## config.mk

```make
export PLATFORM = sky130hd
export DESIGN_NAME = irq_controller
export DESIGN_NICKNAME = d
export VERILOG_FILES = /design/src/rtl/irq_controller.sv
export SDC_FILE = /design/constraint.sdc
export NUM_CORES = 1
export LEC_CHECK = 0
export ABC_AREA = 0
export CORE_MARGIN = 2
export CORE_UTILIZATION = 50
export DETAILED_ROUTE_END_ITERATION = 6
export DONT_BUFFER_PORTS = 1
export PLACE_DENSITY = 0.68
export SLEW_MARGIN = 30
export SYNTH_ARGS = -nofsm -noshare
export SYNTH_HDL_FRONTEND = slang
export SYNTH_SLANG_ARGS = --single-unit
```

## constraint.sdc

```tcl
create_clock -name clk -period 1.5 [get_ports clk]
set_input_delay 0.225 -clock clk [delete_from_list [all_inputs] [get_ports clk]]
set_output_delay 0.225 -clock clk [all_outputs]
set_load 0.02 [all_outputs]
```

## src/rtl/irq_controller.sv

```systemverilog
// Prioritised, maskable interrupt controller: 2-flop synchronised sources, one vectored request to the CPU.
// Latency: source rise to int_req is 3 edges; int_ack honoured only while int_req is high.
// Optional build macro IRQ_NESTING_EN lets a strictly higher-priority source preempt the one in service.
module irq_controller #(
    parameter int         NUM_IRQ    = 4,
    parameter logic [7:0] VEC_BASE   = 8'h80,
    parameter int         VEC_STRIDE = 4
) (
    input  logic               clk,
    input  logic               reset_n,
    input  logic [NUM_IRQ-1:0] irq_in,
    input  logic               cfg_we,
    input  logic [1:0]         cfg_addr,
    input  logic [7:0]         cfg_wdata,
    output logic [7:0]         cfg_rdata,
    output logic               int_req,
    input  logic               int_ack,
    input  logic               int_eoi,
    output logic [7:0]         int_vector
);

    localparam logic [NUM_IRQ-1:0] ONE = NUM_IRQ'(1);

    logic [NUM_IRQ-1:0] sync1, s, s_d;
    logic [NUM_IRQ-1:0] enable, edge_mode, pend_q, in_service;
    logic [NUM_IRQ-1:0] wdata, rise, pending, pend_en;
    logic [NUM_IRQ-1:0] cand_oh, is_low_oh, ack_set, eoi_clr, w1c;
    logic [NUM_IRQ-1:0] rd;
    logic               cand_vld, eligible, ack_ok;
    logic [2:0]         cand_id;
    logic [7:0]         cand_vec;
    logic               unused_wdata;

    assign wdata        = cfg_wdata[NUM_IRQ-1:0];
    assign unused_wdata = ^cfg_wdata;

    // Edge detect is folded into the visible pending value so an edge source
    // requests on the same edge count as a level source.
    assign rise    = s & ~s_d & edge_mode;
    assign pending = (edge_mode & (pend_q | rise)) | (~edge_mode & s);
    assign pend_en = pending & enable;

    assign cand_vld  = |pend_en;
    assign cand_oh   = pend_en & (~pend_en + ONE);
    assign is_low_oh = in_service & (~in_service + ONE);

    assign ack_ok  = int_ack & int_req;
    assign ack_set = ack_ok ? cand_oh : '0;
    assign eoi_clr = int_eoi ? is_low_oh : '0;
    assign w1c     = (cfg_we && cfg_addr == 2'd2) ? wdata : '0;

`ifdef IRQ_NESTING_EN
    // One-hot compare: a smaller one-hot value means a strictly lower index.
    assign eligible = cand_vld && ((in_service == '0) || (cand_oh < is_low_oh));
`else
    assign eligible = cand_vld && (in_service == '0);
`endif

    always_comb begin
        cand_id = '0;
        for (int i = NUM_IRQ - 1; i >= 0; i--) begin
            if (pend_en[i]) cand_id = 3'(i);
        end
    end

    assign cand_vec = 8'(int'(VEC_BASE) + int'(cand_id) * VEC_STRIDE);

    always_comb begin
        rd = '0;
        case (cfg_addr)
            2'd0:    rd = enable;
            2'd1:    rd = edge_mode;
            2'd2:    rd = pending;
            default: rd = in_service;
        endcase
        cfg_rdata = '0;
        cfg_rdata[NUM_IRQ-1:0] = rd;
    end

    always_ff @(posedge clk or negedge reset_n) begin
        if (!reset_n) begin
            sync1 <= '0;
            s     <= '0;
            s_d   <= '0;
        end else begin
            sync1 <= irq_in;
            s     <= sync1;
            s_d   <= s;
        end
    end

    always_ff @(posedge clk or negedge reset_n) begin
        if (!reset_n) begin
            enable    <= '0;
            edge_mode <= '0;
        end else if (cfg_we) begin
            if (cfg_addr == 2'd0) enable    <= wdata;
            if (cfg_addr == 2'd1) edge_mode <= wdata;
        end
    end

    always_ff @(posedge clk or negedge reset_n) begin
        if (!reset_n) begin
            pend_q     <= '0;
            in_service <= '0;
            int_req    <= 1'b0;
            int_vector <= 8'h00;
        end else begin
            // New edge wins over W1C / acknowledge clear in the same cycle.
            pend_q     <= ((pend_q & ~w1c & ~ack_set) | rise) & edge_mode;
            in_service <= (in_service & ~eoi_clr) | ack_set;
            int_req    <= eligible & ~ack_ok;
            if (ack_ok) int_vector <= cand_vld ? cand_vec : 8'hFF;
        end
    end

endmodule

```

Word level (Yosys, flattened, before mapping)
Index checks and enable logic that the tools add are counted.
{"block": "totals", "reg_bits": 37, "out_inout_bits": 17, "in_bits": 19, "elab_cells": 55}
{"block": "op_classes", "eq_ne": 2, "reduce_logical": 7, "n_addsub": 3, "muxes": 9, "bitwise": 25}
{"operator": "AND 4 bit", "n": 11}
{"operator": "NOT 4 bit", "n": 7}
{"operator": "bitwise OR 4 bit", "n": 4}
{"operator": "two-way mux 4 bit", "n": 3}
{"operator": "case mux 4 bit (3 select lines)", "n": 1}
{"operator": "adder 4 x 1 -> 4 bit, second input constant", "n": 2}
{"operator": "adder 8 x 5 -> 8 bit, first input constant", "n": 1}
{"operator": "two-way mux 2 bit", "n": 4}
{"operator": "two-way mux 8 bit", "n": 1}
{"operator": "logical NOT 4 bit", "n": 1}
{"operator": "AND reduction 2 bit", "n": 2}
{"operator": "OR reduction 4 bit", "n": 1}
{"operator": "AND 1 bit", "n": 2}
{"operator": "== test 2 x 1 -> 1 bit, second input constant", "n": 1}
{"operator": "== test 2 bit, second input constant", "n": 1}
{"operator": "logical AND 1 bit", "n": 2}
{"operator": "logical NOT 2 bit", "n": 1}
{"operator": "NOT 1 bit", "n": 1}

Depth between registers and ports, before layout
{"block": "depth", "ltp_word": 15, "depth_mapped": 5, "mapped_depth_nobuf": 4}

Worst setup path before layout
No wires, ideal clock.
{"block": "synth_path", "path_type": "flip-flop to flip-flop", "from": "register int_req", "to": "register pend_q[3]", "t_arrival_ps": 1441, "period_less_slack_ps": 1570, "path_stages_with_launch": 4, "n_path_buf": 0, "path_slack_ps": -70, "path_cell_list": "dfrtp_1 nand2_1 a311o_1 o41a_1"}
{"block": "synth_between", "elab_chain_len": 6}
{"item": "start: declaration", "line": "16", "source": "output logic int_req,"}
{"item": "start signal: assignment", "line": "112", "source": "int_req <= eligible & ~ack_ok;"}
{"item": "AND 1 bit", "line": "47", "source": "assign ack_ok = int_ack & int_req;"}
{"item": "two-way mux 4 bit", "line": "48", "source": "assign ack_set = ack_ok ? cand_oh : '0;"}
{"item": "NOT 4 bit", "line": "110", "source": "pend_q <= ((pend_q & ~w1c & ~ack_set) | rise) & edge_mode;"}
{"item": "AND 4 bit", "line": "110"}
{"item": "bitwise OR 4 bit", "line": "110"}
{"item": "AND 4 bit", "line": "110"}
{"item": "end signal: assignment", "line": "110"}
{"item": "end: declaration", "line": "25", "source": "logic [NUM_IRQ-1:0] enable, edge_mode, pend_q, in_service;"}
No other way between the ends.
A chain may end at the register's enable or synchronous reset.

Final worst setup path
{"block": "layout_path", "from": "register edge_mode[0]", "to": "output cfg_rdata[0]"}
{"block": "layout_between", "elab_chain_len": 5}
{"item": "start: declaration", "line": "25"}
{"item": "start signal: assignment", "line": "98", "source": "if (cfg_addr == 2'd1) edge_mode <= wdata;"}
{"item": "AND 4 bit", "line": "39", "source": "assign rise = s & ~s_d & edge_mode;"}
{"item": "bitwise OR 4 bit", "line": "40", "source": "assign pending = (edge_mode & (pend_q | rise)) | (~edge_mode & s);"}
{"item": "AND 4 bit", "line": "40"}
{"item": "bitwise OR 4 bit", "line": "40"}
{"item": "case mux 4 bit (3 select lines) *", "line": "70", "source": "case (cfg_addr)"}
{"item": "end: declaration", "line": "15", "source": "output logic [7:0] cfg_rdata,"}
Mark *: on every way between the ends. The rest lies on a longest branch, timed or not.

==> impl_metrics.prom <==
# TYPE chip_impl_metric gauge
chip_impl_metric{name="ios",unit=""} 36
chip_impl_metric{name="synth.yosys.warnings",unit=""} 0
chip_impl_metric{name="post_route_cells_drive_above_1_share",unit="%"} 40.9
chip_impl_metric{name="final_design_area_excluding_fillers",unit="um^2"} 1870
chip_impl_metric{name="cp_max_fo",unit=""} 4
chip_impl_metric{name="critPathMaxStageDelay",unit="ps"} 530
chip_impl_metric{name="multi_input_combinational_cell_area",unit="um^2"} 641
chip_impl_info{name="start_point_of_the_worst_hold_path",value="cfg_wdata[3]"} 1
chip_impl_metric{name="design.core.area",unit="um^2"} 2760
chip_impl_metric{name="first_global_vias",unit=""} 1157
chip_impl_metric{name="drt_drc_violations_left",unit=""} 0
chip_impl_info{name="failed_checks",value="negative setup slack"} 1
chip_impl_info{name="r2r-start",value="edge_mode[0]"} 1
chip_impl_metric{name="leakage",unit="nW"} 0.836
chip_impl_metric{name="dpl_cell_area",unit="um^2"} 1540
chip_impl_metric{name="ant_cells",unit=""} 0
chip_impl_info{name="cp_slowest_cell",value="mux4_2"} 1
chip_impl_metric{name="netlist_instances",unit=""} 116
chip_impl_info{name="r2r-end",value="pend_q[3]"} 1
chip_impl_metric{name="cp.required",unit="ps"} 1270
chip_impl_metric{name="whs_path_depth",unit=""} 2
chip_impl_metric{name="worst_case_register_to_register_setup_slack",unit="ps"} -160
chip_impl_metric{name="cts-root-to-sink-buffers",unit=""} 2
chip_impl_metric{name="maximum_number_of_pins_on_one_net_before_global_route_repair",unit=""} 34
chip_impl_metric{name="die-width",unit="um"} 57.8
chip_impl_metric{name="tns",unit="ps"} -1580
chip_impl_metric{name="post-dp-hpwl",unit="um"} 2080
chip_impl_metric{name="tritoncts.num_buffers",unit=""} 5
chip_impl_info{name="tritoncts_clock_tree",value="yes"} 1
chip_impl_metric{name="vdd_ir_drop_max",unit="uV"} 1130
chip_impl_metric{name="edff_count_synth",unit=""} 0
chip_impl_info{name="rsz0062_at_grt",value="true"} 1
chip_impl_info{name="min_to",value="enable[3]"} 1
chip_impl_info{name="crit_type",value="flop to primary output"} 1
chip_impl_metric{name="async_reset_ff_share",unit="%"} 100
chip_impl_metric{name="route.detailed.vias_per_inst",unit=""} 5.96
chip_impl_metric{name="synth-seq-cells",unit=""} 33
chip_impl_metric{name="fin_worst_hold_slack",unit="ps"} 19.6
chip_impl_metric{name="postSynthAreaPerCell",unit="um^2"} 12.5
chip_impl_metric{name="fillCellCount",unit=""} 200
chip_impl_info{name="synth-main-ff-cell",value="dfrtp_1"} 1
chip_impl_metric{name="worst_clock_skew",unit="ps"} 19.0
chip_impl_metric{name="drt_first_pass_iters",unit=""} 4
chip_impl_metric{name="worst-path-buf-inv",unit=""} 0
chip_impl_info{name="synth.cells.most_frequent",value="33 x dfrtp_1, 12 x nand2_1, 9 x o21ai_0, 8 x buf_4, 7 x mux2_2"} 1
chip_impl_metric{name="global_route.usage.total",unit="%"} 21.5
chip_impl_metric{name="layout_nets",unit=""} 172
chip_impl_metric{name="number_of_sinks_on_the_clock_net",unit=""} 33
chip_impl_metric{name="detailedRoute.firstIterationViolations",unit=""} 53
chip_impl_metric{name="final_min_period_over_clock_period",unit="%"} 120
chip_impl_metric{name="slew_viols_final",unit=""} 0
chip_impl_metric{name="maximum_level_of_the_cts_h_tree",unit=""} 2
chip_impl_info{name="cp-start-kind",value="flop"} 1
chip_impl_metric{name="synthesis.area",unit="um^2"} 1450
chip_impl_metric{name="worstSkewPairLatency",unit="ps"} 340
chip_impl_info{name="synth_top_cells_by_area",value="dfrtp_1 57%, mux2_2 5.4%, mux4_2 4.7%"} 1
chip_impl_info{name="most_common_cell_in_the_synthesized_netlist",value="dfrtp_1"} 1
chip_impl_metric{name="fp.dieH",unit="um"} 57.8
chip_impl_metric{name="drt.antenna.violating_nets",unit=""} 0
chip_impl_info{name="synthDominantAreaCellType",value="dfrtp_1"} 1
chip_impl_metric{name="design.die.area",unit="um^2"} 3340
chip_impl_metric{name="dr_total_vias",unit=""} 1103
chip_impl_metric{name="max-cap-violations",unit=""} 0
chip_impl_metric{name="routabilityCongestion",unit=""} 0.787
chip_impl_info{name="clk_root_buffer_cell",value="clkbuf_4"} 1
chip_impl_metric{name="reg2reg_depth",unit=""} 4
chip_impl_metric{name="detail_route.wirelength",unit="um"} 3310
chip_impl_metric{name="final_period_minus_worst_setup_slack",unit="ps"} 1790
chip_impl_metric{name="postLayoutCoreUtil",unit="%"} 67.6
chip_impl_metric{name="antenna_found_initial",unit=""} 0
chip_impl_metric{name="cts.reportedPaths.clkPinSlew",unit="ps"} 110
chip_impl_metric{name="timing.final.ws_setup",unit="ps"} -293
chip_impl_metric{name="worst_ep_arrival_time",unit="ps"} 1570
chip_impl_metric{name="portBuffers",unit=""} 0
chip_impl_metric{name="portion_of_the_post_synthesis_area_used_by_sequential_elements",unit="%"} 57.0
chip_impl_info{name="worstPathCellList",value="nand2_2 -> a22o_2 -> mux4_2"} 1
chip_impl_metric{name="synth.top_cell.area_share",unit="%"} 57.0
chip_impl_metric{name="initial_core_util",unit="%"} 52.5
chip_impl_metric{name="fmax",unit="GHz"} 0.558
chip_impl_info{name="worstSetupEndpointType",value="primary output"} 1
chip_impl_info{name="outcome",value="finished, violations left"} 1
chip_impl_metric{name="sequential_cell_area",unit="um^2"} 827
chip_impl_metric{name="core.rowCount",unit=""} 19
chip_impl_metric{name="gr-total-overflow",unit=""} 0
chip_impl_metric{name="wire_length_of_the_first_global_routing_pass",unit="um"} 5380
chip_impl_info{name="hold_path.class",value="input pin to flop"} 1
chip_impl_metric{name="power_density",unit="nW/um^2"} 1330
chip_impl_metric{name="syn2layout_area_growth",unit="%"} 28.8
chip_impl_metric{name="timing.final.hold_violations",unit=""} 0
chip_impl_metric{name="final_setup_vio_count",unit=""} 10
chip_impl_info{name="crit_family",value="multiplexers"} 1
chip_impl_metric{name="post_synth_num_cell_types",unit=""} 36
chip_impl_metric{name="wl_per_cell",unit="um"} 17.9
[metal layers]
| layer | part of all wire, % | vias to the layer above | wire length, um | global-route usage [%] |
|---|---|---|---|---|
| li1 | - | 495 | - | - |
| met1 | 42 | 563 | 1390 | 27.2 |
| met2 | 51 | 38 | 1700 | 35.6 |
| met3 | 5.7 | 7 | 188 | 5.13 |
| met4 | 1.3 | 0 | 42 | 9.30 |
| met5 | 0 | - | 0 | 0 |
[flip-flops by register name, summed over array words and instances, names as in the netlist]
| name | flops |
|---|---|
| in_service | 4 |
| enable | 4 |
| pend_q | 4 |
| int_vector | 4 |
| int_req | 1 |
| s_d | 4 |
| s | 4 |
| edge_mode | 4 |
| sync1 | 4 |
[cells by family (layout without fill, tap and decap cells)]
kind of cell / count (synthesis) / in the layout / share of synthesized area, %
buf+inv: 11 / 46 / 5.01
compound gates: 30 / 30 / 14.9
simple gates: 30 / 30 / 11.0
other cells: 1 / 4 / 0.259
mux: 11 / 11 / 11.9
flops: 33 / 33 / 57.0
[final cells by class]
class / count / area share (%)
multi-input combinational: 75 / 34.3
tap: 31 / 2.08
clock buffer: 8 / 2.62
timing repair buffer: 36 / 16.2
sequential: 33 / 44.3
inverter: 2 / 0.402
[how the worst max path moves through the flow]
| stage | from | end | cells after the start |
|---|---|---|---|
| finish | edge_mode[0] | cfg_rdata[0] | 3 |
| global route | edge_mode[3] | cfg_rdata[3] | 3 |
| CTS | edge_mode[0] | cfg_rdata[0] | 3 |
| detailed placement | edge_mode[0] | pend_q[2] | 4 |
| global placement | edge_mode[0] | pend_q[3] | 3 |
| floorplan | edge_mode[0] | cfg_rdata[0] | 2 |
[cells in the final DEF, fill, tap and decap left out, types with 3 or more instances in the layout]
cell,netlist,final
nand2_2,1,4
a22o_1,3,3
mux2_2,7,7
clkbuf_4,0,5
mux4_2,3,4
o21ai_1,0,4
buf_4,8,28
o21ai_0,9,4
clkbuf_1,0,3
dfrtp_1,33,32
dlygate4sd3_1,0,5
conb_1,1,4
nand2_1,12,9
nand2b_1,3,3
[power by group]
part           switching (mW)  internal, mW  leakage [nW]
logic                   0.436         0.390         0.411
clock network           0.296         0.187        0.0265
registers               0.144          1.03         0.399
[timing repair]
action                                  CTS  global route
resized for setup                        11            12
pin swaps                                11             7
endpoints found under the hold margin    37             0
hold buffers                              6             0
endpoints found under the setup margin    8            13
buffers inserted                         13             3
[through the flow]
stage	instances	power [mW]	worst slack (ps)
6_report	185	2.49	-293
5_1_grt	185	2.61	-342
3_3_place_gp	155	1.77	-32.2
4_1_cts	182	2.41	-285
3_5_place_dp	155	1.79	-88.7
2_1_floorplan	119	1.66	20.5
(Power assumes the default switching activity.)
